--- src/rtl/pe_col_acc.sv ---
// pe_col_acc: column-drain accumulator of TILES Q2.13 partial sums with saturating result FIFO (optional PE_COL_ACC_SAT_CNT_EN clip counter)
module pe_col_acc #(
    parameter int TILES = 4,
    parameter int DEPTH = 8
) (
    input  logic        I_CLK,
    input  logic        I_RST,
    input  logic        I_PSUM_VLD,
    input  logic [15:0] I_PSUM,
    output logic        O_PSUM_RDY,
    input  logic        I_CLR,
    output logic        O_VLD,
    output logic [15:0] O_DATA,
    input  logic        I_RDY,
`ifdef PE_COL_ACC_SAT_CNT_EN
    output logic [7:0]  O_SAT_CNT,
`endif
    output logic [3:0]  O_TILE_CNT
);
    localparam int AW = $clog2(DEPTH);
    localparam logic [AW:0] FULL = (AW+1)'(DEPTH);
    logic [19:0] acc_q, acc_d, sum;
    logic [3:0] cnt_q, cnt_d;
    logic [AW-1:0] wp_q, wp_d, rp_q, rp_d;
    logic [AW:0] count_q, count_d;
    logic [15:0] hold_q, hold_d, sat;
    logic [15:0] mem [DEPTH];
    logic accept, last, push, pop, pos_clip, neg_clip;
    assign O_PSUM_RDY = ~I_RST & (count_q != FULL);
    assign O_VLD = count_q != '0;
    assign O_DATA = O_VLD ? mem[rp_q] : hold_q;
    assign O_TILE_CNT = cnt_q;
    // Next-state for the accumulator and FIFO bookkeeping; clear overrides any accept
    always_comb begin
        accept = I_PSUM_VLD & O_PSUM_RDY;
        sum = acc_q + {{4{I_PSUM[15]}}, I_PSUM};
        last = cnt_q == 4'(TILES - 1);
        pos_clip = ~sum[19] & |sum[18:15];
        neg_clip = sum[19] & ~&sum[18:15];
        sat = pos_clip ? 16'h7FFF : neg_clip ? 16'h8000 : sum[15:0];
        push = accept & last & ~I_CLR;
        pop = O_VLD & I_RDY;
        acc_d = (I_CLR | (accept & last)) ? '0 : accept ? sum : acc_q;
        cnt_d = (I_CLR | (accept & last)) ? '0 : accept ? cnt_q + 4'd1 : cnt_q;
        wp_d = push ? wp_q + 1'b1 : wp_q;
        rp_d = pop ? rp_q + 1'b1 : rp_q;
        count_d = count_q + (AW+1)'(push) - (AW+1)'(pop);
        hold_d = pop ? mem[rp_q] : hold_q;
    end
    // State registers with asynchronous reset discarding accumulation and FIFO contents
    always_ff @(posedge I_CLK or posedge I_RST) begin
        if (I_RST) begin
            acc_q <= '0;
            cnt_q <= '0;
            wp_q <= '0;
            rp_q <= '0;
            count_q <= '0;
            hold_q <= '0;
        end else begin
            acc_q <= acc_d;
            cnt_q <= cnt_d;
            wp_q <= wp_d;
            rp_q <= rp_d;
            count_q <= count_d;
            hold_q <= hold_d;
        end
    end
    // FIFO storage write on each completed result
    always_ff @(posedge I_CLK) begin
        if (push) mem[wp_q] <= sat;
    end
`ifdef PE_COL_ACC_SAT_CNT_EN
    logic [7:0] sat_cnt_q;
    assign O_SAT_CNT = sat_cnt_q;
    // Count clipped results, sticking at 255; only reset clears it
    always_ff @(posedge I_CLK or posedge I_RST) begin
        if (I_RST) sat_cnt_q <= '0;
        else if (push & (pos_clip | neg_clip) & (sat_cnt_q != 8'hFF)) sat_cnt_q <= sat_cnt_q + 8'd1;
    end
`endif
endmodule

--- config.mk ---
export PLATFORM = sky130hd
export DESIGN_NAME = pe_col_acc
export DESIGN_NICKNAME = d
export VERILOG_FILES = /design/src/rtl/pe_col_acc.sv
export SDC_FILE = /design/constraint.sdc
export NUM_CORES = 1
export LEC_CHECK = 0
export ABC_AREA = 0
export CAP_MARGIN = 20
export CORE_UTILIZATION = 45
export DETAILED_ROUTE_END_ITERATION = 10
export PLACE_DENSITY = 0.74
export SYNTH_ARGS = -nofsm -noshare
export SYNTH_HDL_FRONTEND = slang
export SYNTH_SLANG_ARGS = --single-unit
--- constraint.sdc ---
create_clock -name I_CLK -period 3.7 [get_ports I_CLK]
set_clock_uncertainty 0.1 [all_clocks]
set_input_delay 1.11 -clock I_CLK [delete_from_list [all_inputs] [get_ports I_CLK]]
set_output_delay 1.11 -clock I_CLK [all_outputs]
set_load 0.02 [all_outputs]
==> metrics.md <==
| Metric | Value |
|---|---|
| Status | finished with violations |
| Violated checks | setup timing |
| Root buffer cell | clkbuf_16 |
| Fin worst setup slack | -0.0853 ns |
| Clk pwr share | 0.239 |
| Crit path max fanout | 8 |
| Port Buffers | 42 |
| Area of the multi-input gates | 3230 um^2 |
| GR Util All Layers | 0.210 |
| Vias | 5071 |
| Initial DRC count | 454 |
| Crit path arrival time | 3.83 ns |
| Power Total | 7.26 mW |
| Final Slew Violations | 0 |
| Final Critical Period | 3.79 ns |
| Residual DRC | 0 |
| Final Util | 0.609 |
| Worst setup path start | I_PSUM[9] |
| Detailed Place HPWL | 11.3 mm |
| Clock Latency Late Sink | 0.43 ns |
| Unrepaired setup endpoints after global routing | yes |
| HP Start | acc_q[6]$_DFFE_PP0P_ |
| Register bit total from synthesis | 178 |
| Hold_buf cts | 0 |
| Core area | 17400 um^2 |
| Placer congestion estimate | 0.848 |
| Initial antenna violation count | 0 |
| CTS sink cnt | 178 |
| Vias in the first global route | 5081 |
| H-tree Lvls | 4 |
| I/O pin total | 43 |
| Highest clock rate | 264 MHz |
| HP Class | flip-flop to flip-flop |
| 1st-pass router iterations | 5 |
| Final hold vios | 0 |
| Max Cap Viol | 0 |
| Setup violators final | 120 |
| Share of power burned in registers | 0.357 |
| Initial Util | 0.461 |
| Max rail drop VDD | 513 uV |
| Req. time, crit path | 3.75 ns |
| Wire per inst | 19.4 um |
| DIE AREA | 18300 um^2 |
| WL final | 17.9 mm |
| Psw | 2.43 mW |
| Setup CP Type | input pin to flip-flop |
| Layout cells sized above 1 | 0.320 |
| First-pass GRT wire length | 27.9 mm |
| Critical path launch point type | input pin |
| Routed Antenna Nets | 0 |
| Die Height | 135 um |
| Total CTS buffers | 17 |
| Largest net degree at the start of global routing | 36 |
| Main synth FF type | edfxtp_1 |
| Fin crit share | 1.02 |
| Combinational share of power | 0.404 |
| FF/Latch Area | 5100 um^2 |
| Die X | 135 um |
| EDFF count, synth | 128 |
| Max Buffers Root-to-Sink | 2 |
| Pleak | 4.07 nW |
| Row cnt | 48 |
| Most common cell after layout, fill and taps aside | edfxtp_1 |
| CTS tree | yes |
| Most frequent cells in the layout | 128 x edfxtp_1, 80 x buf_4, 50 x nor2_1, 49 x dfrtp_1, 44 x nand2_1 |
| Number of fill cells | 1238 |
| Pwr per Cell Area | 687 nW/um^2 |
| Max-slew headroom | 0.599 |
| Syn nets | 605 |
| Worst-Margin Slew | 0.600 ns |
| Nets | 739 |
| Sequential area share after synthesis | 0.636 |
| CTS clk-pin slew, worst paths | 0.07 ns |
| Mapped Cells | 554 |
| Async SR Flop Fraction | 0.281 |
| CP endpoint kind | flip-flop |
| Average size of a mapped cell | 14.5 um^2 |
| P_int | 4.83 mW |
| Sw Ratio | 0.335 |
| Count of cell types in the netlist | 47 |
| Overflow after GRT | 0 |
| R2R Path Start | acc_q[0]$_DFFE_PP0P_ |
| N_diodes | 0 |
| DR vias/cell | 5.48 |
| P&R area growth vs syn | 31.9% |
| Mapped Area | 8010 um^2 |
| Ys Warns | 0 |
power groups by stage:
stage                     Sequential [mW]  Combinational, mW  Clock, mW
after floorplan                      2.59               1.65          0
after global placement               2.61               2.51          0
after detailed placement             2.62               2.60          0
after CTS                            2.58               2.90       1.77
after global routing                 2.61               3.15       1.85
final                                2.59               2.94       1.74
Yosys cell counts (3+ instances only):
master,number,area share
mux4_2,32,0.090
inv_1,13,0.0061
nand2_1,44,0.021
buf_1,4,0.0019
o21ai_2,10,0.011
clkbuf_1,16,0.0075
mux2i_1,16,0.020
ha_1,28,0.044
edfxtp_1,128,0.48
a21o_1,8,0.0075
nand2b_1,3,0.0023
a22o_1,5,0.0055
and3_1,3,0.0023
xor2_1,13,0.014
xnor2_1,11,0.012
and2_1,4,0.0031
o21ai_0,30,0.019
a21oi_1,47,0.029
nor2_1,50,0.023
nor3_1,7,0.0044
dfrtp_1,50,0.16
layer usage:
metal,part of all wire,wire length [um],track usage
met1,0.43,7670,0.267
met2,0.51,9110,0.366
met3,0.052,929,0.0434
met4,0.013,225,0.0556
met5,0,0,0
cell type report:
cell class | instances | area share
Clock buffer | 17 | 0.0403
Clock inverter | 15 | 0.0143
Inverter | 13 | 0.00462
Multi-Input combinational cell | 341 | 0.305
Sequential cell | 178 | 0.482
Tap cell | 225 | 0.0266
Timing Repair Buffer | 137 | 0.126
worst paths after layout:
path	end	cells after the start	slack [ns]
worst max register to register	mem[1][10]$_DFFE_PP_	13	0.29
min in group asynchronous	count_q[3]$_DFF_PP0_	2	0.96
worst min register to register	acc_q[6]$_DFFE_PP0P_	2	0.42
max in group asynchronous	acc_q[8]$_DFFE_PP0P_	3	1.98
worst max-delay path	mem[1][10]$_DFFE_PP_	13	-0.09
worst min-delay path	acc_q[6]$_DFFE_PP0P_	2	0.42
stage by stage:
stage / instance area (um^2) / hold WS [ns] / setup slack [ns] / std cells / setup TNS, ns
final: 10600 / 0.419 / -0.0853 / 926 / -6.88
after global routing: 10600 / 0.453 / -0.167 / 926 / -17.03
after CTS: 10300 / 0.399 / -0.163 / 920 / -16.40
after detailed placement: 9400 / 0.386 / -0.942 / 880 / -105.75
after global placement: 9400 / 0.367 / -0.779 / 880 / -90.37
after floorplan: 8060 / 0.354 / -0.186 / 554 / -20.16
registers in the layout (all words and copies together) (netlist names):
| name | cells |
|---|---|
| mem | 128 |
| acc_q | 20 |
| hold_q | 16 |
| O_TILE_CNT | 4 |
| count_q | 4 |
| rp_q | 3 |
| wp_q | 3 |
timing repair:
item                       in CTS  in global routing
pin swaps                      16                 18
setup endpoints to repair     131                131
setup buffers                   6                  7
resized for setup              65                 42
cloned                          2                  0
cell families (layout without fill, tap and decap cells):
| kind of cell | after synthesis | after routing | synth area share |
|---|---|---|---|
| buf+inv | 35 | 182 | 0.0178 |
| mux | 49 | 49 | 0.111 |
| flops | 178 | 178 | 0.636 |
| xor+xnor | 24 | 24 | 0.0262 |
| fa+ha+maj | 30 | 30 | 0.0487 |
| compound gates | 117 | 117 | 0.0950 |
| simple gates | 121 | 121 | 0.0647 |
critical path: stages:
cell and delay, ns:
clkdlybuf4s50_1 0.46, ha_4 0.32, and3_4 0.18, nand3_1 0.08
a2bb2oi_2 0.18, buf_4 0.15, o31ai_4 0.24, xor2_1 0.13
buf_4 0.17, o41ai_4 0.36, buf_4 0.22, buf_12 0.14
o21ai_4 0.09
Power figures use the tool's default switching activity.
